`src/rtl/fp_normalize_round_if.sv`:
```
// fp_normalize_round_if
//   Handshake bundle between the FP adder's add/sub block and the
//   normalise/round stage, plus the packed result going downstream.
//   master : upstream/downstream side (drives operands and out_ready)
//   slave  : the fp_normalize_round stage
//   Signals: in_valid/in_ready, S (magnitude), Co (carry-out), SO (sign),
//            E_in (biased exponent), out_valid/out_ready, out_data,
//            inexact/overflow/underflow status flags.
interface fp_normalize_round_if #(
    parameter int EXP_W  = 8,
    parameter int FRAC_W = 23,
    parameter int SUM_W  = 28
);
    logic                    in_valid;
    logic                    in_ready;
    logic [SUM_W-1:0]        S;
    logic                    Co;
    logic                    SO;
    logic [EXP_W-1:0]        E_in;
    logic                    out_valid;
    logic                    out_ready;
    logic [EXP_W+FRAC_W:0]   out_data;
    logic                    inexact;
    logic                    overflow;
    logic                    underflow;

    modport master (
        output in_valid, S, Co, SO, E_in, out_ready,
        input  in_ready, out_valid, out_data, inexact, overflow, underflow
    );

    modport slave (
        input  in_valid, S, Co, SO, E_in, out_ready,
        output in_ready, out_valid, out_data, inexact, overflow, underflow
    );
endinterface

```
`src/rtl/fp_normalize_round.sv`:
```
// fp_normalize_round
//   Normalise + round-to-nearest-even + pack stage of the binary32 adder.
//   The 29-bit magnitude {Co,S} is right-aligned by at most two places,
//   then left-normalised one bit per cycle until the hidden bit is set or
//   the exponent reaches the denormal floor, then rounded and packed.
//   Ports:
//     clk   : rising-edge clock
//     rst_n : asynchronous active-low reset (aborts any operation)
//     bus   : fp_normalize_round_if.slave (operand/result handshakes, flags)
module fp_normalize_round #(
    parameter int EXP_W  = 8,
    parameter int FRAC_W = 23,
    parameter int SUM_W  = 28
) (
    input  logic                  clk,
    input  logic                  rst_n,
    fp_normalize_round_if.slave   bus
);
    localparam int MW  = SUM_W + 1;          // {Co, S}
    localparam int HID = FRAC_W + 3;         // hidden-bit position in M
    localparam int EW  = EXP_W + 2;          // signed working exponent
    localparam int DW  = 1 + EXP_W + FRAC_W; // packed result width

    localparam logic signed [EW-1:0] E_ONE = EW'(1);
    localparam logic signed [EW-1:0] E_MAX = EW'((2 ** EXP_W) - 1);

    typedef enum logic [2:0] {IDLE, ALIGN, SHIFT, ROUND, OUT} state_t;

    state_t                 state_q, state_d;
    logic [MW-1:0]          m_q, m_d;
    logic signed [EW-1:0]   e_q, e_d;
    logic                   sign_q, sign_d;
    logic [DW-1:0]          out_data_q, out_data_d;
    logic                   inexact_q, inexact_d;
    logic                   overflow_q, overflow_d;
    logic                   underflow_q, underflow_d;

    // Rounding datapath, evaluated from the current M/e; only consumed in ROUND.
    logic                   lsb, g, r, st, rnd_up, mant_carry;
    logic [FRAC_W+1:0]      mant_sum;
    logic [FRAC_W:0]        mant_rnd;
    logic signed [EW-1:0]   e_rnd;
    logic [EXP_W-1:0]       exp_field;

    assign lsb        = m_q[3];
    assign g          = m_q[2];
    assign r          = m_q[1];
    assign st         = m_q[0];
    assign rnd_up     = g & (r | st | lsb);
    assign mant_sum   = {1'b0, m_q[HID:3]} + (FRAC_W+2)'(rnd_up);
    assign mant_carry = mant_sum[FRAC_W+1];
    // A carry out of the mantissa leaves exactly 1.000..0; renormalise by one.
    assign mant_rnd   = mant_carry ? {1'b1, {FRAC_W{1'b0}}} : mant_sum[FRAC_W:0];
    assign e_rnd      = e_q + EW'(mant_carry);
    // Denormals that round up into the hidden bit pick up exponent 1 here
    // because e is already pinned at 1 for them.
    assign exp_field  = mant_rnd[FRAC_W] ? e_rnd[EXP_W-1:0] : '0;

    // NOTE: every always_comb target gets a default first so no path can
    // leave it unassigned and infer a latch.
    always_comb begin
        state_d     = state_q;
        m_d         = m_q;
        e_d         = e_q;
        sign_d      = sign_q;
        out_data_d  = out_data_q;
        inexact_d   = inexact_q;
        overflow_d  = overflow_q;
        underflow_d = underflow_q;

        unique case (state_q)
            IDLE: begin
                if (bus.in_valid) begin
                    m_d     = {bus.Co, bus.S};
                    e_d     = (bus.E_in == '0) ? E_ONE : EW'(bus.E_in);
                    sign_d  = bus.SO;
                    state_d = ALIGN;
                end
            end
            ALIGN: begin
                if (m_q == '0) begin
                    // Exact zero rides through ROUND, which packs +0 with
                    // clear flags once sign and exponent are cleared.
                    sign_d  = 1'b0;
                    e_d     = '0;
                    state_d = ROUND;
                end else if (m_q[MW-1]) begin
                    m_d     = {2'b00, m_q[MW-1:3], |m_q[2:0]};
                    e_d     = e_q + EW'(2);
                    state_d = SHIFT;
                end else if (m_q[MW-2]) begin
                    m_d     = {1'b0, m_q[MW-1:2], |m_q[1:0]};
                    e_d     = e_q + EW'(1);
                    state_d = SHIFT;
                end else begin
                    state_d = SHIFT;
                end
            end
            SHIFT: begin
                if (m_q[HID] || (e_q <= E_ONE)) begin
                    state_d = ROUND;
                end else begin
                    m_d = {m_q[MW-2:0], 1'b0};
                    e_d = e_q - E_ONE;
                end
            end
            ROUND: begin
                inexact_d = g | r | st;
                if (e_rnd >= E_MAX) begin
                    out_data_d  = {sign_q, {EXP_W{1'b1}}, {FRAC_W{1'b0}}};
                    overflow_d  = 1'b1;
                    underflow_d = 1'b0;
                end else begin
                    out_data_d  = {sign_q, exp_field, mant_rnd[FRAC_W-1:0]};
                    overflow_d  = 1'b0;
                    underflow_d = (g | r | st) && (exp_field == '0);
                end
                e_d     = e_rnd;
                state_d = OUT;
            end
            OUT: begin
                if (bus.out_ready) state_d = IDLE;
            end
            default: state_d = IDLE;
        endcase
    end

    // NOTE: sequential state uses non-blocking assignments so every register
    // samples the pre-edge values regardless of statement order.
    always_ff @(posedge clk or negedge rst_n) begin
        if (!rst_n) begin
            state_q     <= IDLE;
            m_q         <= '0;
            e_q         <= '0;
            sign_q      <= 1'b0;
            out_data_q  <= '0;
            inexact_q   <= 1'b0;
            overflow_q  <= 1'b0;
            underflow_q <= 1'b0;
        end else begin
            state_q     <= state_d;
            m_q         <= m_d;
            e_q         <= e_d;
            sign_q      <= sign_d;
            out_data_q  <= out_data_d;
            inexact_q   <= inexact_d;
            overflow_q  <= overflow_d;
            underflow_q <= underflow_d;
        end
    end

    // Both handshake outputs decode straight from the state register.
    assign bus.in_ready  = (state_q == IDLE);
    assign bus.out_valid = (state_q == OUT);
    assign bus.out_data  = out_data_q;
    assign bus.inexact   = inexact_q;
    assign bus.overflow  = overflow_q;
    assign bus.underflow = underflow_q;
endmodule
```
`src/flat_wrapper.sv`:
```
// flat-port wrapper written by rule: the top's interface ports become plain ports
module fp_normalize_round_flat 
#(
    parameter int EXP_W  = 8,
    parameter int FRAC_W = 23,
    parameter int SUM_W  = 28
)
  (clk, rst_n, bus_in_valid, bus_S, bus_Co, bus_SO, bus_E_in, bus_out_ready, bus_in_ready, bus_out_valid, bus_out_data, bus_inexact, bus_overflow, bus_underflow);
  fp_normalize_round_if #(.EXP_W(EXP_W), .FRAC_W(FRAC_W), .SUM_W(SUM_W)) bus_i ();
  input  logic clk;
  input  logic rst_n;
  input wire logic [$bits(bus_i.in_valid)-1:0] bus_in_valid;
  input wire logic [$bits(bus_i.S)-1:0] bus_S;
  input wire logic [$bits(bus_i.Co)-1:0] bus_Co;
  input wire logic [$bits(bus_i.SO)-1:0] bus_SO;
  input wire logic [$bits(bus_i.E_in)-1:0] bus_E_in;
  input wire logic [$bits(bus_i.out_ready)-1:0] bus_out_ready;
  output wire logic [$bits(bus_i.in_ready)-1:0] bus_in_ready;
  output wire logic [$bits(bus_i.out_valid)-1:0] bus_out_valid;
  output wire logic [$bits(bus_i.out_data)-1:0] bus_out_data;
  output wire logic [$bits(bus_i.inexact)-1:0] bus_inexact;
  output wire logic [$bits(bus_i.overflow)-1:0] bus_overflow;
  output wire logic [$bits(bus_i.underflow)-1:0] bus_underflow;
  assign bus_i.in_valid = bus_in_valid;
  assign bus_i.S = bus_S;
  assign bus_i.Co = bus_Co;
  assign bus_i.SO = bus_SO;
  assign bus_i.E_in = bus_E_in;
  assign bus_i.out_ready = bus_out_ready;
  assign bus_in_ready = bus_i.in_ready;
  assign bus_out_valid = bus_i.out_valid;
  assign bus_out_data = bus_i.out_data;
  assign bus_inexact = bus_i.inexact;
  assign bus_overflow = bus_i.overflow;
  assign bus_underflow = bus_i.underflow;
  fp_normalize_round #(.EXP_W(EXP_W), .FRAC_W(FRAC_W), .SUM_W(SUM_W)) u_core (.clk(clk), .rst_n(rst_n), .bus(bus_i));
endmodule
```
`config.mk`:
```
export PLATFORM = sky130hd
export DESIGN_NAME = fp_normalize_round_flat
export DESIGN_NICKNAME = d
export VERILOG_FILES = /design/src/rtl/fp_normalize_round_if.sv /design/src/rtl/fp_normalize_round.sv /design/src/flat_wrapper.sv
export SDC_FILE = /design/constraint.sdc
export NUM_CORES = 1
export LEC_CHECK = 0
export ABC_AREA = 1
export CAP_MARGIN = 10
export CELL_PAD_IN_SITES_DETAIL_PLACEMENT = 0
export CELL_PAD_IN_SITES_GLOBAL_PLACEMENT = 2
export CORE_UTILIZATION = 31
export DETAILED_ROUTE_END_ITERATION = 7
export PLACE_DENSITY_LB_ADDON = 0.1
export SETUP_SLACK_MARGIN = 0.02
export SYNTH_ARGS = -nofsm -noshare
export SYNTH_HDL_FRONTEND = slang
export SYNTH_SLANG_ARGS = --single-unit
```
`constraint.sdc`:
```
create_clock -name clk -period 3.16 [get_ports clk]
set_input_delay 0.632 -clock clk [delete_from_list [all_inputs] [get_ports clk]]
set_output_delay 0.632 -clock clk [all_outputs]
set_load 0.005 [all_outputs]
```
==> results.md, run 1 <==
- Sorting the synthesized cells by area gives the leading types as sky130_fd_sc_hd__dfrtp_1 35%, sky130_fd_sc_hd__nand2_1 15%, sky130_fd_sc_hd__nand3_1 5.2%.
- The TritonCTS clock tree is yes.
- Synthesis handed over a netlist of 783 instances.
- Headroom to the max-slew limit came out at 30.3%.
- The count of nets left with antenna violations once routing finished came out at 0.
- After synthesis, flip-flops and latches occupy 34.7% of the total area.
- For this design, the slowest cell found on the critical path is sky130_fd_sc_hd__dfrtp_1.
- For the worst setup path, the data arrival time is 3.13 ns.
- The number of setup violations in the final report is 0.
- The die covers approximately 19000 µm².
- The number of cell rows is 48.
- The post-synth net total is around 830.
- Walking the worst path, the cells encountered are nand2_1 > inv_2 > ha_1 > nand2_1 > nor3_4 > nand2_2 > nor2_4 > nand3_4 > nor2_8 > ha_4 > nand2_1 > nor3_1 > nand2_1 > xor2_1 > inv_2 > nand2_8 > nand2_2 > a21oi_1 > nor2_1.
- The critical path startpoint is u_core.m_q[3].
- CTS saw 78 sinks.
- For this block, the initial DRC count from the detailed router was 434.
- The worst-case register-to-register setup slack is 0.27 ns.
- The post-synthesis instance area is 5630 µm².
- The share of synthesized flip-flops with an asynchronous set or reset is 100%.
- The layout has 1870 filler cells.
- After layout, the worst path uses about nine tenths of the clock period.
- Clock-pin slew was measured on the worst setup and hold paths at roughly 0.06 ns.
- The number of warnings reported in the yosys synthesis log is 0.
- The flow ran to the end, and the final reports show no timing, DRC or antenna violations.
- In the final routed layout, each cell accounts on average for 16.3 µm.
- STA classifies the critical path endpoint as a flip-flop.
- The number of violations of the max-capacitance limit is 0.
- Of all nets on the critical path, the largest fanout is 8.
- The maximum number of pins on one net before global-route repair is slightly below 80.
- The routed layout has ~5400 vias.
- The detailed router used layers up to and including met4.
- The total area inside the core boundary comes to 17500 µm².
- The required time of the critical path is 3.39 ns.
- The delay contributed by the slowest stage of the critical path is 0.38 ns.
- For the pin with the worst max-slew slack, the measured transition is 1.05 ns.
- The number of antenna violations at the first check in global routing is 0.
- The final wirelength is 17700 µm.
- The overall track demand over capacity in global routing is 19.7%.
- The number of enable flip-flop cells after synthesis is 0.
- The least setup slack across all paths after layout is 0.267 ns.
- The latest clock arrival within the worst-skew pair is 0.35 ns.
- The startpoint of the most critical register-to-register path is u_core.m_q[3].
- The sum of internal, switching and leakage power is 7.74 mW.
- The top cell type by total area after synthesis is sky130_fd_sc_hd__dfrtp_1.
- Pin placement for this block handled 79 I/O pins.
- In the final design database the tool counted 909 nets.
- The congestion estimate from routability-driven global placement came to 0.813.
- The number of buffers created by CTS is 9.
- The max-slew violation count is 0.
- The first-pass iteration count of the detailed router is 5.
- The capturing point of the worst reg2reg path is u_core.bus.out_data[23].
- Port buffering added 78 buffers.
- The startpoint kind of the worst setup timing path is a flip-flop.
- The number of global-route vias before repair was 5074.
- The most numerous cell type found on the critical path is sky130_fd_sc_hd__nand2_1.
- The clock period could shrink to 2.89 ns.
- For this design, the CTS-stage hold fixing added 0 buffers.
- Counting cells, the worst reg-to-reg path comes to 19.
- In this run, distinct cell masters in the synthesized netlist total 48.
- Summed over its instances, the top area cell type makes up roughly a third of the synthesized netlist area.
- The flop and latch count out of synthesis is 78.
- After detailed routing, the wire length on met1 is a little over 9000 µm.
- The routed design uses ~7500 µm of met2 wire.
- The start-to-end type of the worst setup path is flip-flop to flip-flop.
- The initial utilization of the core area, before any placement, comes to 32.1%.
- The setup slack after placement is roughly 0.018 ns.
- The share of final-layout standard cells stronger than drive strength 1 is 15.4%.
- For this design the static power due to leakage is 3.17 nW.
- The first global-routing pass estimated 28000 µm of wire.
- The worst hold path belongs to the class input pin to asynchronous set/reset pin.
- Setup repair after global routing left no endpoint under its margin.
- The number of H-tree levels is 3.
- The synthesis-to-layout area growth is 25.4%.
- The areal power density over the cells is 1100 nW/µm².
- The sum of overflow across all layers after global routing is 0.
- The total inserted antenna cells is 0.
- The achievable clock frequency is ~350 MHz.
- The clock passes through at most 2 buffers.
- The worst clock skew on the final layout is 0.0102 ns.
- From left edge to right edge, the die measures between 100 and 150 µm.
- Among all flip-flop cells after synthesis, the most frequent one is sky130_fd_sc_hd__dfrtp_1.
- The floorplan step set the die height to around 140 µm.
- The detailed-route vias per instance is 4.99.
- The hold violation total from the final report is 0.
- The mean cell area of the mapped netlist is ~7.2 µm².
- In the final timing run, aggregate negative setup slack is 0 ns.
- The wire length on met3 is 813 µm.
- The largest voltage drop on the vdd net is around 0.42 mV.
- In the routed design, unresolved DRC markers number 0.
- The clock root buffer is sky130_fd_sc_hd__clkbuf_16.
- The detailed placement HPWL is approximately 13000 µm.
per-layer routing:
metal | global-route usage [%] | vias up
li1 | - | 2729
met1 | 29.7 | 2523
met2 | 28.5 | 152
met3 | 2.96 | 21
met4 | 5.99 | 0
met5 | 0 | -
area by class of cell:
cell class                      instances  area [µm²]  share of cell area, %
Multi-Input combinational cell        588        3220                   45.7
Sequential cell                        78        1950                   27.7
Timing Repair Buffer                  103         966                   13.7
Inverter                               78         298                   4.22
Tap cell                              225         282                   3.99
Clock buffer                           13         270                   3.83
Clock inverter                          3        65.1                  0.922
how the worst max path moves through the flow:
stage / end / slack (ns)
4_1_cts: u_core.bus.out_data[21] / 0.03
5_1_grt: u_core.bus.out_data[23] / 0.02
6_report: u_core.bus.out_data[23] / 0.27
2_1_floorplan: u_core.bus.out_data[9] / 0.39
3_3_place_gp: u_core.bus.out_data[21] / 0.15
3_5_place_dp: u_core.bus.out_data[17] / 0.02
flip-flops by register name (all words and copies together), names as in the netlist:
signal and count:
u_core.bus.out_data 32, u_core.e_q 10, u_core.bus.overflow 1, u_core.m_q 29
u_core.bus.underflow 1, u_core.bus.inexact 1, u_core.state_q 3, u_core.sign_q 1
logic make-up after synthesis:
| family | Yosys count | synth area share [%] |
|---|---|---|
| AND/OR/NAND/NOR | 403 | 32.4 |
| AO/OA/AOI/OAI | 150 | 17.7 |
| buffers and inverters | 118 | 9.27 |
| flip-flops | 78 | 34.7 |
| XOR/XNOR | 25 | 3.89 |
| adder cells (fa/ha/maj) | 9 | 2.00 |
where the power goes:
group | internal, mW | switching [mW] | total, mW
sequential | 1.48 | 0.504 | 1.99
clock | 0.756 | 0.438 | 1.19
combinational | 1.77 | 2.79 | 4.56
total | 4.01 | 3.73 | 7.74
worst max-delay path, delay by kind of cell, from the launching register on:
family	cells	cell delay (ns)
flip-flops	1	0.38
AO/OA/AOI/OAI	1	0.15
XOR/XNOR	1	0.25
AND/OR/NAND/NOR	13	1.50
buffers and inverters	2	0.18
adder cells (fa/ha/maj)	2	0.31
metrics by stage:
stage                     cell area (µm²)  hold WS [ns]  utilization (%)  std cells
after global placement               6630         0.456             37.8       1068
after floorplan                      5630         0.336                -        783
after detailed placement             6630         0.464             37.8       1068
after global routing                 7050         0.501             40.2       1088
after CTS                            6970         0.478             39.7       1084
final                                7050         0.460             40.2       1088
layout by cell type, fill, tap and decap left out, types with 20 or more instances in the layout:
cell type | synthesis | routed
sky130_fd_sc_hd__o21ai_1 | 35 | 35
sky130_fd_sc_hd__clkdlybuf4s50_1 | 0 | 77
sky130_fd_sc_hd__dfrtp_1 | 78 | 78
sky130_fd_sc_hd__o221a_2 | 21 | 21
sky130_fd_sc_hd__nand2_1 | 227 | 224
sky130_fd_sc_hd__xor2_1 | 24 | 23
sky130_fd_sc_hd__nor2_1 | 63 | 63
sky130_fd_sc_hd__buf_4 | 6 | 26
sky130_fd_sc_hd__nand3_1 | 59 | 58
sky130_fd_sc_hd__inv_1 | 62 | 61
sky130_fd_sc_hd__o21ai_0 | 44 | 44
sky130_fd_sc_hd__o21ai_2 | 20 | 20
cells in the mapped netlist (2+ instances only):
cell                         n
sky130_fd_sc_hd__buf_1       3
sky130_fd_sc_hd__nor3_1      8
sky130_fd_sc_hd__a21oi_1    15
sky130_fd_sc_hd__nand2_1   227
sky130_fd_sc_hd__o32ai_1     2
sky130_fd_sc_hd__clkbuf_1   14
sky130_fd_sc_hd__buf_12      2
sky130_fd_sc_hd__o21ai_2    20
sky130_fd_sc_hd__o21ai_0    44
sky130_fd_sc_hd__nand2_2     6
sky130_fd_sc_hd__nand3b_1    2
sky130_fd_sc_hd__nand4_1    13
sky130_fd_sc_hd__clkinv_1    2
sky130_fd_sc_hd__dfrtp_1    78
sky130_fd_sc_hd__a22oi_1     2
sky130_fd_sc_hd__nor2_1     63
sky130_fd_sc_hd__a31oi_1     3
sky130_fd_sc_hd__ha_1        9
sky130_fd_sc_hd__and3_1      3
sky130_fd_sc_hd__buf_4       6
sky130_fd_sc_hd__nor2_4      3
sky130_fd_sc_hd__nor2_2      6
sky130_fd_sc_hd__inv_2      13
sky130_fd_sc_hd__inv_1      62
sky130_fd_sc_hd__o21ai_1    35
sky130_fd_sc_hd__nand3_1    59
sky130_fd_sc_hd__o22ai_1     2
sky130_fd_sc_hd__o21a_1      2
sky130_fd_sc_hd__nor3_2      3
sky130_fd_sc_hd__o221a_2    21
sky130_fd_sc_hd__buf_2      14
sky130_fd_sc_hd__xor2_1     24
sky130_fd_sc_hd__nand3_4     2
what timing repair did:
item | in CTS | in global routing
setup buffers | 0 | 3
endpoints found under the setup margin | 0 | 34
resized for setup | 0 | 10
No activity file was read; power rests on OpenSTA's default activity.
==> inputs of run 2 (changes only) <==
--- a/config.mk
+++ b/config.mk
@@ -11,7 +11,8 @@
 export CELL_PAD_IN_SITES_GLOBAL_PLACEMENT = 2
 export CORE_UTILIZATION = 31
 export DETAILED_ROUTE_END_ITERATION = 7
-export PLACE_DENSITY_LB_ADDON = 0.1
+export PLACE_DENSITY = 0.78
+export RECOVER_POWER = 50
 export SETUP_SLACK_MARGIN = 0.02
 export SYNTH_ARGS = -nofsm -noshare
 export SYNTH_HDL_FRONTEND = slang
==> results.md, run 2 (synthesis results as in run 1) <==
- The number of global-route vias before repair is 5086 (+0.24%).
- The CTS clock-pin slew for the worst setup and hold paths is 0.06 ns (about the same).
- The proportion of total power due to net switching is 48.3% (+0.17 points).
- The internal power came to 4.02 mW (about the same).
- The number of cell rows came to 48 (unchanged).
- The number of H-tree levels is 3 (unchanged).
- The highest net fanout along the worst path came to 11 (+3).
- The first-pass GRT wire length came to 28000 µm (unchanged).
- The final weighted congestion in routability-driven placement is 0.858 (+5.4%).
- The final reports fail on max-capacitance violations, max-slew violations.
- The die outline area is 18700 µm² (unchanged).
- The number of clock sinks is 78 (unchanged).
- Leaving out fill and tap cells, the most frequent cell in the layout is sky130_fd_sc_hd__nand2_1.
- The final layout net count came to 908 (-0.11%).
- Setup repair after global routing left no endpoint under its margin.
- The total I/O pin count is 79 (unchanged).
- The shortest clock period the worst path allows after layout came to 2.85 ns (-0.0414 ns).
- The latest clock arrival within the worst-skew pair is 0.35 ns (about the same).
- The sum of overflow across all layers after global routing is 0 (unchanged).
- The number of cells on the worst hold path is 2.
- The relative contribution of sequential cells to total power is 25.6% (about the same).
- The total inserted antenna cells is 0 (unchanged).
- The share of the clock period used by the worst path is 90.2% (-1.3 points).
- The largest voltage drop on the vdd net came to 0.542 mV (+29%).
- From synthesis to final layout, the design area changed by 25.9%.
- The flip-flop count of the largest register after layout is 32 (unchanged).
- The share of total power in the clock network is 15.6% (+0.2 points).
- The number of antenna violations at the first check in global routing was 0 (unchanged).
- The hold-fix buffer count after cts is 0 (unchanged).
- The die width is 137 µm (unchanged).
- The leakage power summed over all cells was 3.18 nW (+0.21%).
- The overall track demand over capacity in global routing is 19.8% (+0.045 points).
- The area of the multi-input gates is 3260 µm² (+1.2%).
- The detailed placement HPWL is 12900 µm (+0.97%).
- The max-slew violation count is 79 (+79).
- The critical hold path startpoint is u_core.bus.out_data[1].
- The first-pass iteration count of the detailed router is 5 (unchanged).
- The hold violation total from the final report is 0 (unchanged).
- The net switching power of the design is 3.76 mW (+0.74%).
- The worst-case headroom to the max-slew limit is -39.7% (-70 points).
- The capturing point of the worst reg2reg path is u_core.bus.out_data[21].
- The maximum number of pins on one net before global-route repair is 79 (unchanged).
- The number of setup violations in the final report was 0 (unchanged).
- The number of buffers created by CTS is 9 (unchanged).
- The slew at the pin with the worst max-slew slack is 2.10 ns (+1.05 ns).
- The required time of the critical path is 3.37 ns (-0.02 ns).
- The floorplan die height is 137 µm (unchanged).
- The worst-case register-to-register setup slack is 0.31 ns (+0.04 ns).
- The detailed-route vias per instance was 5.03 (+0.90%).
- The average detailed-routed wire length per instance was 16.3 µm (about the same).
- The cell sitting at the root of the clock tree is a sky130_fd_sc_hd__clkbuf_16.
- The combinational fraction of design power is 58.8% (about the same).
- STA classifies the critical path startpoint as a flip-flop.
- The critical path data arrival time is 3.06 ns (-0.07 ns).
- The number of violations of the max-capacitance limit is 1 (+1).
- The final wirelength is 17700 µm (about the same).
- The number of DRC markers after the initial detailed-route iteration was 426 (-1.8%).
- The worst clock skew on the final layout came to 0.0105 ns (+0.000331 ns).
- The total via count in the routed design is 5469 (+0.81%).
- The buffer depth of the longest clock path is 2 (unchanged).
- The final antenna-violating net count is 0 (unchanged).
- The total DRC errors in the routed layout is 0 (unchanged).
- The worst hold-check path type is flip-flop to flip-flop.
- The startpoint of the most critical register-to-register path is u_core.m_q[4].
- Leaving out fill and tap cells, the most frequent cells in the layout are 225 x sky130_fd_sc_hd__nand2_1, 78 x sky130_fd_sc_hd__dfrtp_1, 63 x sky130_fd_sc_hd__nor2_1, 63 x sky130_fd_sc_hd__clkdlybuf4s50_1, 62 x sky130_fd_sc_hd__inv_1.
- The count of fill cells added during filler insertion is 1814 (-3.0%).
- The capturing element type of the critical path is a flip-flop.
- The quantity of I/O buffers inserted on ports was 78 (unchanged).
- The TritonCTS clock tree is yes.
- The share of final-layout standard cells stronger than drive strength 1 is 15.5% (+0.13 points).
- The initial cell density of the core is 32.1% (unchanged).
- The number of cells on the worst reg-to-reg path came to 19 (unchanged).
- The area of the core is 17500 µm² (unchanged).
- The sum of internal, switching and leakage power is 7.77 mW (+0.39%).
- The achievable clock frequency is 351 MHz (+1.5%).
- The setup total negative slack was 0 ns (unchanged).
- The flow ran to the end, but the final reports show violations.
- The worst-case hold path end point is u_core.bus.out_data[1].
- The start-to-end type of the worst setup path is flip-flop to flip-flop.
- The areal power density over the cells was 1100 nW/µm² (about the same).
- The total area of sequential cells came to 1950 µm² (unchanged).
[run 2: changes by cell type in the layout (fill, tap and decap cells not counted), sizes merged]
cell	change
buf	-3
bufinv	+1
clkbuf	-1
clkdlybuf4s50	-14
clkinvlp	+2
dlygate4sd3	+14
[run 2: cell type report]
class / count / share of cell area, %
Sequential cell: 78 / 27.6
Timing Repair Buffer: 102 / 13.5
Clock inverter: 6 / 1.55
Inverter: 78 / 4.20
Clock buffer: 10 / 3.23
Tap cell: 225 / 3.97
Multi-Input combinational cell: 588 / 46.0
[run 2: what timing repair did]
action | CTS | global route
buffers inserted | 0 | 3
hold endpoints to repair | 0 | 0
resized for setup | 0 | 17
setup endpoints to repair | 0 | 35
[run 2: critical path, stage by stage, from the launching register on]
cell,delay (ns)
sky130_fd_sc_hd__dfrtp_1,0.48
sky130_fd_sc_hd__ha_4,0.19
sky130_fd_sc_hd__nand2_1,0.09
sky130_fd_sc_hd__nor3_4,0.20
sky130_fd_sc_hd__nand2_2,0.10
sky130_fd_sc_hd__nor2_4,0.13
sky130_fd_sc_hd__nand3_4,0.11
sky130_fd_sc_hd__nor2_8,0.17
sky130_fd_sc_hd__ha_4,0.16
sky130_fd_sc_hd__nand2_2,0.08
sky130_fd_sc_hd__nor2_4,0.16
sky130_fd_sc_hd__nand2_1,0.06
sky130_fd_sc_hd__nand2_1,0.05
sky130_fd_sc_hd__nand2_1,0.07
sky130_fd_sc_hd__nor2_1,0.09
sky130_fd_sc_hd__nand3_1,0.08
sky130_fd_sc_hd__nand2_2,0.11
sky130_fd_sc_hd__nand2_8,0.11
sky130_fd_sc_hd__nand2_8,0.16
sky130_fd_sc_hd__o21ai_1,0.09
[run 2: worst max path at each step]
stage             startpoint  cells after the start                      end
2_1_floorplan  u_core.m_q[3]                     20   u_core.bus.out_data[9]
3_3_place_gp   u_core.m_q[3]                     19  u_core.bus.out_data[21]
3_5_place_dp   u_core.m_q[3]                     19  u_core.bus.out_data[21]
4_1_cts        u_core.m_q[3]                     19  u_core.bus.out_data[21]
5_1_grt        u_core.m_q[2]                     23     u_core.bus.underflow
6_report       u_core.m_q[4]                     19  u_core.bus.out_data[21]
[run 2: power groups by stage]
| stage | clock network [mW] | logic (mW) | registers (mW) |
|---|---|---|---|
| final | 1.21 | 4.57 | 1.99 |
| after global routing | 1.28 | 5.14 | 2.06 |
| after CTS | 1.24 | 4.54 | 1.99 |
| after detailed placement | 0 | 4.51 | 2.00 |
| after global placement | 0 | 4.47 | 1.99 |
| after floorplan | 0 | 3.23 | 1.83 |
[run 2: metal layers]
| metal | GRT usage (%) | up-vias | wire, µm |
|---|---|---|---|
| li1 | - | 2734 | - |
| met1 | 30.3 | 2567 | 8990 |
| met2 | 28.4 | 157 | 7560 |
| met3 | 3.26 | 11 | 1030 |
| met4 | 4.69 | 0 | 135 |
| met5 | 0 | - | 0 |
[run 2: stage by stage]
| stage | hold WS (ns) | instances | util [%] | setup slack (ns) | area (µm²) |
|---|---|---|---|---|---|
| 6_report | 0.479 | 1087 | 40.4 | 0.308 | 7080 |
| 5_1_grt | 0.503 | 1087 | 40.4 | 0.0284 | 7080 |
| 4_1_cts | 0.490 | 1083 | 39.7 | 0.0607 | 6970 |
| 3_5_place_dp | 0.474 | 1067 | 37.8 | 0.0654 | 6630 |
| 3_3_place_gp | 0.456 | 1067 | 37.8 | 0.180 | 6630 |
| 2_1_floorplan | 0.336 | 783 | - | 0.392 | 5630 |
